**config.mk**
```make
export PLATFORM = sky130hd
export DESIGN_NAME = ascon_host_ctrl
export DESIGN_NICKNAME = d
export VERILOG_FILES = /design/src/rtl/ascon_host_ctrl.sv
export SDC_FILE = /design/constraint.sdc
export NUM_CORES = 1
export LEC_CHECK = 0
export CORE_AREA = 2 2 291 293
export CTS_BUF_LIST = sky130_fd_sc_hd__clkbuf_2 sky130_fd_sc_hd__clkbuf_4 sky130_fd_sc_hd__clkbuf_8
export CTS_CLUSTER_DIAMETER = 80
export CTS_CLUSTER_SIZE = 28
export DETAILED_ROUTE_END_ITERATION = 10
export DIE_AREA = 0 0 293 295
export GPL_ROUTABILITY_DRIVEN = 1
export GPL_TIMING_DRIVEN = 1
export PLACE_DENSITY_LB_ADDON = 0.1
export SYNTH_ARGS = -nofsm -noshare
export SYNTH_HDL_FRONTEND = slang
export SYNTH_SLANG_ARGS = --single-unit
```
**constraint.sdc**
```tcl
create_clock -name clk -period 6.7 [get_ports clk]
set_input_delay 1.34 -clock clk [delete_from_list [all_inputs] [get_ports clk]]
set_output_delay 1.34 -clock clk [all_outputs]
set_load 0.005 [all_outputs]
```
**src/rtl/ascon_host_ctrl.sv**
```systemverilog
// Byte-serial host controller for the Ascon core.
// Loads key/nonce/data byte by byte, fires a one-cycle start, waits for
// completion under a timeout, then streams the 320-bit state back out.
module ascon_host_ctrl #(
  parameter int unsigned TIMEOUT_CYCLES = 255
) (
  input  logic          clk,
  input  logic          rst_n,
  input  logic [2:0]    mode_in,
  input  logic          go,
  input  logic          abort,
  input  logic          in_valid,
  input  logic [7:0]    in_data,
  output logic          in_ready,
  output logic [127:0]  reg0_128b,
  output logic [127:0]  reg1_128b,
  output logic [127:0]  reg2_128b,
  output logic [2:0]    operation_mode,
  output logic          operation_ready,
  input  logic          core_done,
  input  logic [63:0]   S_0_reg,
  input  logic [63:0]   S_1_reg,
  input  logic [63:0]   S_2_reg,
  input  logic [63:0]   S_3_reg,
  input  logic [63:0]   S_4_reg,
  output logic          out_valid,
  output logic [7:0]    out_data,
  input  logic          out_ready,
  output logic          busy,
  output logic          error
);

  typedef enum logic [2:0] {
    ST_LOAD, ST_ARMED, ST_START, ST_RUN, ST_DRAIN, ST_ERR
  } state_t;

  state_t         r_state;
  state_t         w_next;
  logic [5:0]     r_idx;
  logic [7:0]     r_cnt;
  logic [127:0]   r_reg0;
  logic [127:0]   r_reg1;
  logic [127:0]   r_reg2;
  logic [2:0]     r_mode;
  logic [319:0]   r_snap;
  logic           w_mode_ok;
  logic           w_timeout;

  assign w_mode_ok = (mode_in >= 3'd1) && (mode_in <= 3'd5);
  assign w_timeout = (r_cnt == 8'(TIMEOUT_CYCLES - 1));

  assign reg0_128b      = r_reg0;
  assign reg1_128b      = r_reg1;
  assign reg2_128b      = r_reg2;
  assign operation_mode = r_mode;

  // State register
  always_ff @(posedge clk or negedge rst_n) begin
    if (!rst_n) r_state <= ST_LOAD;
    else        r_state <= w_next;
  end

  // Next-state and state-decoded outputs; abort overrides everything
  always_comb begin
    w_next          = r_state;
    in_ready        = 1'b0;
    out_valid       = 1'b0;
    operation_ready = 1'b0;
    busy            = 1'b0;
    error           = 1'b0;
    out_data        = '0;
    case (r_state)
      ST_LOAD: begin
        in_ready = 1'b1;
        if (in_valid && r_idx == 6'd47) w_next = ST_ARMED;
      end
      ST_ARMED: begin
        if (go) w_next = w_mode_ok ? ST_START : ST_ERR;
      end
      ST_START: begin
        operation_ready = 1'b1;
        busy            = 1'b1;
        w_next          = ST_RUN;
      end
      ST_RUN: begin
        busy = 1'b1;
        if (core_done)      w_next = ST_DRAIN;
        else if (w_timeout) w_next = ST_ERR;
      end
      ST_DRAIN: begin
        out_valid = 1'b1;
        out_data  = r_snap[{6'd39 - r_idx, 3'b000} +: 8];
        if (out_ready && r_idx == 6'd39) w_next = ST_LOAD;
      end
      ST_ERR: begin
        error = 1'b1;
      end
      default: w_next = ST_LOAD;
    endcase
    if (abort) w_next = ST_LOAD;
  end

  // Datapath: byte index, run counter, operands, mode and snapshot
  always_ff @(posedge clk or negedge rst_n) begin
    if (!rst_n) begin
      r_idx  <= '0;
      r_cnt  <= '0;
      r_reg0 <= '0;
      r_reg1 <= '0;
      r_reg2 <= '0;
      r_mode <= '0;
      r_snap <= '0;
    end else if (abort) begin
      r_idx <= '0;
      r_cnt <= '0;
    end else begin
      case (r_state)
        ST_LOAD: begin
          if (in_valid) begin
            case (r_idx[5:4])
              2'd0:    r_reg0[{4'd15 - r_idx[3:0], 3'b000} +: 8] <= in_data;
              2'd1:    r_reg1[{4'd15 - r_idx[3:0], 3'b000} +: 8] <= in_data;
              2'd2:    r_reg2[{4'd15 - r_idx[3:0], 3'b000} +: 8] <= in_data;
              default: ;
            endcase
            r_idx <= (r_idx == 6'd47) ? '0 : r_idx + 6'd1;
          end
        end
        ST_ARMED: begin
          if (go && w_mode_ok) r_mode <= mode_in;
        end
        ST_START: r_cnt <= '0;
        ST_RUN: begin
          if (core_done) r_snap <= {S_0_reg, S_1_reg, S_2_reg, S_3_reg, S_4_reg};
          else           r_cnt  <= r_cnt + 8'd1;
        end
        ST_DRAIN: begin
          if (out_ready) r_idx <= (r_idx == 6'd39) ? '0 : r_idx + 6'd1;
        end
        default: ;
      endcase
    end
  end

endmodule

```
## Yosys cells after proc, flatten, opt, wreduce, memory -nomap -nowiden

Index checks and enable logic that the tools add are counted.

- Shift operators: 3
- Add/sub/neg operators: 5
- Mux-type cells: 26
- Magnitude comparators: 2
- Reduce and logical (&&, ||, !) cells: 17
- Equal/unequal tests: 18
- Bitwise operators: 1

Operators by type and width:

| cell | count |
|---|---|
| $bwmux 128 | 3 |
| $shiftx 320x10->8 | 1 |
| $shift 8x9->128 const A | 1 |
| $shiftx 8x9->128 | 1 |
| $mux 6 | 5 |
| $mux 8 | 3 |
| $mux 3 | 7 |
| $ne 3x3->1 const B | 6 |
| $pmux 3 s6 | 1 |
| $pmux 8 s2 | 1 |
| $eq 6x6->1 const B | 2 |
| $pmux 6 s2 | 1 |
| $reduce_and 4->1 | 3 |
| $neg 7->9 | 1 |
| $reduce_and 3->1 | 3 |
| $add 8x1->8 const B | 1 |
| $eq 8x8->1 const B | 1 |
| $add 6x1->6 const B | 1 |
| $eq 3x2->1 const B | 2 |
| $eq 3x3->1 const B | 2 |
| $reduce_bool 3->1 | 2 |
| $sub 6x6->6 const A | 1 |
| $mux 1 | 5 |
| $reduce_and 5->1 | 1 |
| 14 further kinds | 17 |

- Word-level logic and storage cells: 80
- Input port bits: 338
- Flip-flop bits (word level): 724

## Depth between registers and ports, before layout

Gate-level depths: netlist of the first run.

- Depth in word-level cells: 6
- Gate-level depth with buffers: 11

## Worst setup path before layout of the first run

OpenSTA, ideal clock, no wires.

- Path type: reg2out
- Start: register r_idx[3]
- End: output out_data[2]
- Required time: 5.360 ns
- Buffers on the path: 2
- Cell stages (with the launch flop): 8
- Path slack: 3.369 ns
- Arrival: 1.991 ns
- Cell sequence: dfrtp_1 buf_2 inv_1 ha_1 xnor2_1 clkbuf_1 o21ai_0 a41oi_1

- Cells in the longest elaborated chain, start to end: 3

Ends and longest elaborated chain:

| element | line | source |
|---|---|---|
| start: declaration | 39 | `logic [5:0] r_idx;` |
| start signal: assignment | 126 | `r_idx <= (r_idx == 6'd47) ? '0 : r_idx + 6'd1;` |
| start signal: assignment | 138 | `if (out_ready) r_idx <= (r_idx == 6'd39) ? '0 : r_idx + 6'd1;` |
| $sub 6x6->6 | 92 | `out_data = r_snap[{6'd39 - r_idx, 3'b000} +: 8];` |
| $shiftx 320x10->8 | 92 |  |
| $mux 8 | 72 | `case (r_state)` |
| end: declaration | 27 | `output logic [7:0] out_data,` |

No other way between the ends.

## Worst setup path after layout of the first run

- Start: register r_idx[3]
- End: output out_data[0]

Same word-level chain as after synthesis.

==> results of run 1 <==
-- path summary, 6_finish.rpt --
| kind | end | depth (start not counted) |
|---|---|---|
| max in group asynchronous | r_snap[299] | 2 |
| worst min-delay path | reg2_128b[103] | 1 |
| min in group asynchronous | r_snap[203] | 1 |
| worst max register to register | reg1_128b[33] | 6 |
| worst max-delay path | out_data[0] | 8 |
| worst min register to register | reg2_128b[103] | 1 |
-- state kept, by name, indices dropped and copies added, names as in the netlist --
register and count:
r_snap 320, reg0_128b 128, reg1_128b 128, reg2_128b 128, r_cnt 8, r_idx 6
operation_mode 3, r_state 3
-- worst max-delay path, stage by stage (launching register included) --
cell and delay [ns]:
dfrtp_1 0.71, inv_1 0.20, ha_1 0.38, nor2b_1 0.49, o21ai_0 0.18, a211oi_1 0.51, a311oi_1 0.20, o22ai_1 0.21
clkdlybuf4s50_1 0.61
-- metal layers --
metal,track usage (%),routed length [um]
met5,0,243
met4,6.92,2920
met2,42.3,53900
met3,5.47,5740
met1,26.9,39100
-- kinds of logic after synthesis --
family,count (synthesis),synth area share [%]
compound gates,112,2.48
xor+xnor,6,0.171
fa+ha+maj,7,0.286
buf+inv,123,1.92
flops,724,59.1
mux,834,32.0
simple gates,225,4.01
-- synth_stat cells, types with 5 or more instances --
cell,instances
nor3_1,6
mux4_2,46
buf_4,9
o22ai_1,9
and2_1,20
buf_1,8
clkbuf_1,40
nor2_2,11
nand2_1,72
a22oi_1,13
a211oi_1,9
o21ai_0,24
a22o_1,9
nand2b_1,9
nor2_1,30
a21oi_1,15
xnor2_1,5
buf_2,56
mux2i_1,72
ha_1,7
a311oi_1,7
nand3_1,9
mux2_2,710
mux2_1,6
nor2b_1,23
inv_1,6
dfrtp_1,724
nand2_2,10
-- per-stage QoR --
stage	std cells	cell area [sq um]
finish	3841	40100
detailed placement	3757	39100
CTS	3830	40100
global route	3836	40100
floorplan	2031	30700
global placement	3757	39100
-- where the power goes --
| part | total, mW | internal, mW | switching, mW |
|---|---|---|---|
| clock | 2.40 | 0.806 | 1.60 |
| combinational | 1.43 | 0.745 | 0.680 |
| sequential | 4.75 | 4.55 | 0.207 |
| total | 8.58 | 6.10 | 2.48 |
-- layout make-up --
type / instances / area, sq um / share of cell area [%]
Antenna cell: 11 / 27.5 / 0.0686
Clock buffer: 48 / 636 / 1.58
Clock inverter: 25 / 354 / 0.882
Inverter: 7 / 26.3 / 0.0655
Multi-Input combinational cell: 1184 / 12000 / 29.8
Sequential cell: 724 / 18100 / 45.2
Tap cell: 1080 / 1350 / 3.37
Timing Repair Buffer: 762 / 7640 / 19.0
==> impl_metrics.ini, run 1 <==
[global_route]
grt_pass1_wl_mm = 147
grt_use_total_pct = 23.2
grt.overflow.total = 0
grt_pass1_vias = 21196
grt_start_max_net_pins = 160
antenna_found_initial = 26

[floorplanning]
die-height_um = 295
coreArea_sq_um = 83200
ios = 738
dieArea_sq_um = 86400
die_x_um = 293
num_rows = 106
initial_utilization_pct = 36.9

[cts]
insertion_delay_ns = 0.70
cts_tree = done
cts.clk_slew.worst_paths_ns = 0.16
hold_buffers = 0
htreeDepth = 2
cts_buffers = 41
cts-root-buf = clkbuf_8
clock_sinks = 724
clk_path_buf_depth = 3
postCtsSetupRepairBufs = 0
cts_resized = 0

[synthesis]
synth-seq-cells = 724
synth_top_area_share_pct = 59.1
synthFlopType = dfrtp_1
yosys-top-cells-area = dfrtp_1 (59%), mux2_2 (26%), mux4_2 (3.4%)
synth_cells = 2031
ys_seq_area_share_pct = 59.1
synth_cell_types = 69
synth_area_leader_cell = dfrtp_1
syn_avg_cell_area_sq_um = 15.1
synth_nets = 2376
ys_async_sr_fraction_pct = 100
synth_edf_count = 0
syn-cell-area_sq_um = 30700
yosysWarnings = 0

[finish]
drive_gt1_share_pct = 32.6
fin_util_pct = 48.3
final_nets = 3065
nFillCells = 7302
area_growth_syn_to_layout_pct = 30.9
mostFrequentLayoutCell = clkdlybuf4s50_1
final_cell_mix = clkdlybuf4s50_1 (735), dfrtp_1 (721), mux2_2 (710)

[setup_path]
rrSetupSlack_ns = 2.41
crit_start = r_idx[3]
r2r_start = r_idx[1]
worst_setup_path_end_kind = primary output
cp_data_required_time_ns = 5.36
crit_fanout = 17
startpoint_type = register
path_class = reg -> out
worstPathArrival_ns = 4.18

[drt]
vias = 19825
route.detailed.drc = 0
routed_wl_mm = 102
post_drt_via_cell_ratio = 5.16
wl_per_cell_um = 26.5
dr.pass1.iters = 5
antenna_left = 0
drt_iter0_drc = 1000

[placed_design]
globalplace.congestion = 0.831
port_buffers = 737
pre_cts_slack_ns = 1.99
dp_hpwl_mm = 76.6

[sta]
finalClockSkew_ns = 0.0429
maxSlewViolCount = 0
max-slew-margin-rel_pct = 25.8
fin_ws_ns = 1.18
hold_violations = 0
setup_tns_ns = 0
fin_hold_ws_ns = 0.513
rsz0062_at_grt = no
max_slew.worst_pin.slew_ns = 1.11
min_period_ns = 5.52
finalSetupViolCount = 0
period_share_pct = 82.4
max_freq_mhz = 181

[power_and_ir_drop]
ir_drop_mv = 0.140
p_per_area_nw_per_um2 = 214
p_leak_nw = 18.6
p_total_mw = 8.58

[flow_run]
maxCapViolations = 0

[outcome]
status = finished, final reports clean

[worst_hold_path]
worst_hold_startpoint = reg2_128b[103]
hp-class = reg -> reg
No activity file was read; power rests on OpenSTA's default activity.
==> inputs of run 2 (changes only) <==
==> constraint.sdc (replaced) <==
create_clock -name clk -period 5.4 [get_ports clk]
set_input_delay 1.08 -clock clk [delete_from_list [all_inputs] [get_ports clk]]
set_output_delay 1.08 -clock clk [all_outputs]
set_load 0.005 [all_outputs]
==> impl_metrics.ini, run 2 (same netlist as run 1, synthesis figures left out) <==
[finish]
drive_gt1_share_pct = 33.0
final_cells = 3859
final_cell_mix = clkdlybuf4s50_1 (736), dfrtp_1 (721), mux2_2 (710)
nFillCells = 7278
largest_reg_flops = 320
regMostFlops = r_snap
area_growth_syn_to_layout_pct = 31.6
mostFrequentLayoutCell = clkdlybuf4s50_1
finalInstanceArea_sq_um = 40300
final_nets = 3083

[setup_path]
startpoint_type = register
critPathBufInv = 2
path_cells = inv_1, ha_1, nor2b_1, o21ai_0, a211oi_1, a311oi_1, o22ai_1, clkdlybuf4s50_1
slowest_delay_ns = 0.59
path_class = reg -> out
crit_fanout = 8
critPathTopFamily = compound AO/OA/AOI/OAI gates
worstPathArrival_ns = 4.07
cp_data_required_time_ns = 4.32
slowest_stage = a211oi_1
worst_setup_path_end_kind = primary output

[sta]
hold_violations = 0
setup_tns_ns = 0
rsz0062_at_grt = no
max-slew-margin-rel_pct = 30.2
finalClockSkew_ns = 0.0308
max_slew.worst_pin.slew_ns = 1.04
max_freq_mhz = 194
maxSlewViolCount = 0
min_period_ns = 5.15
finalSetupViolCount = 0
period_share_pct = 95.4

[cts]
insertion_delay_ns = 0.68
postCtsSetupRepairBufs = 0
hold_buffers = 0
clk_path_buf_depth = 3
htreeDepth = 2
cts_resized = 0
clock_sinks = 724
cts_buffers = 41
cts-root-buf = clkbuf_8
cts_tree = done
cts.clk_slew.worst_paths_ns = 0.14

[global_route]
grt_pass1_wl_mm = 148
antenna_found_initial = 30
grt_pass1_vias = 21441
grt_start_max_net_pins = 121
grt.overflow.total = 0
grt_use_total_pct = 23.3

[floorplanning]
die_x_um = 293
dieArea_sq_um = 86400
initial_utilization_pct = 36.9
num_rows = 106
ios = 738
coreArea_sq_um = 83200
die-height_um = 295

[placed_design]
globalplace.congestion = 0.816
port_buffers = 737
dp_hpwl_mm = 77.9
place_inst = 3775
placed_cell_area_sq_um = 39300

[power_and_ir_drop]
p_leak_nw = 18.7
p_total_mw = 10.7
p_per_area_nw_per_um2 = 266
ir_drop_mv = 0.215

[drt]
route.detailed.drc = 0
vias = 19853
post_drt_via_cell_ratio = 5.14
dr.pass1.iters = 5
antenna_left = 0
wl_per_cell_um = 26.5
drt_iter0_drc = 860
routed_wl_mm = 102

[worst_hold_path]
hp-class = in -> async

[outcome]
status = finished, final reports clean

[flow_run]
maxCapViolations = 0
## run 2: changes by cell type in the layout (fill, tap and decap cells not counted), sizes merged
cell	previous run	this run
buf	27	44
clkbuf	48	44
bufinv	2	5
clkinvlp	4	2
diode	11	13
clkdlybuf4s50	735	736
clkinv	6	7
## run 2: path summary, 6_finish.rpt
kind | from | endpoint | slack [ns] | cells past startpoint
worst max-delay path | r_idx[4] | out_data[3] | 0.25 | 8
worst min-delay path | rst_n | r_snap[212] | 0.45 | 1
worst max register to register | r_idx[1] | reg1_128b[34] | 1.60 | 6
worst min register to register | reg2_128b[101] | reg2_128b[101] | 0.51 | 1
max in group asynchronous | rst_n | r_snap[278] | 3.67 | 3
min in group clk | reg2_128b[101] | reg2_128b[101] | 0.51 | 1
## run 2: per-layer routing
layer	wire [um]	vias up	share of wire [%]	GRT usage, %
met5	206	-	0.20	0
met4	3850	32	3.8	9.04
met3	5850	171	5.7	5.25
met2	52800	564	52	41.2
met1	39500	10350	39	27.7
li1	-	8736	-	-
## run 2: power by group
part	leakage, nW	switching [mW]	total [mW]	internal, mW
combinational	8.17	0.899	1.84	0.940
sequential	10.1	0.214	5.86	5.64
clock	0.506	1.94	3.03	1.10
total	18.7	3.05	10.7	7.68
## run 2: layout make-up
class	instances	area, sq um	share of cell area, %
diodes	13	32.5	0.0806
clock buffers	44	599	1.49
clock inverters	27	418	1.04
inverters	7	26.3	0.0651
multi-input cells	1184	12000	29.7
flip-flops and latches	724	18100	44.9
well taps	1080	1350	3.35
repair buffers	780	7820	19.4
## run 2: stage by stage
step	util (%)	worst slack, ns	hold slack [ns]
floorplan	-	2.33	0.471
global placement	47.2	0.955	0.477
detailed placement	47.2	0.999	0.482
CTS	48.5	0.188	0.461
global route	48.5	0.0132	0.463
finish	48.5	0.246	0.453
## run 2: worst register-to-register path, stage by stage (launching register included)
cell and delay (ns):
dfrtp_4 0.79, clkinv_1 0.63, ha_1 0.57, nand2b_1 0.30, nor2b_1 0.58, and2_1 0.45
mux2_2 0.38
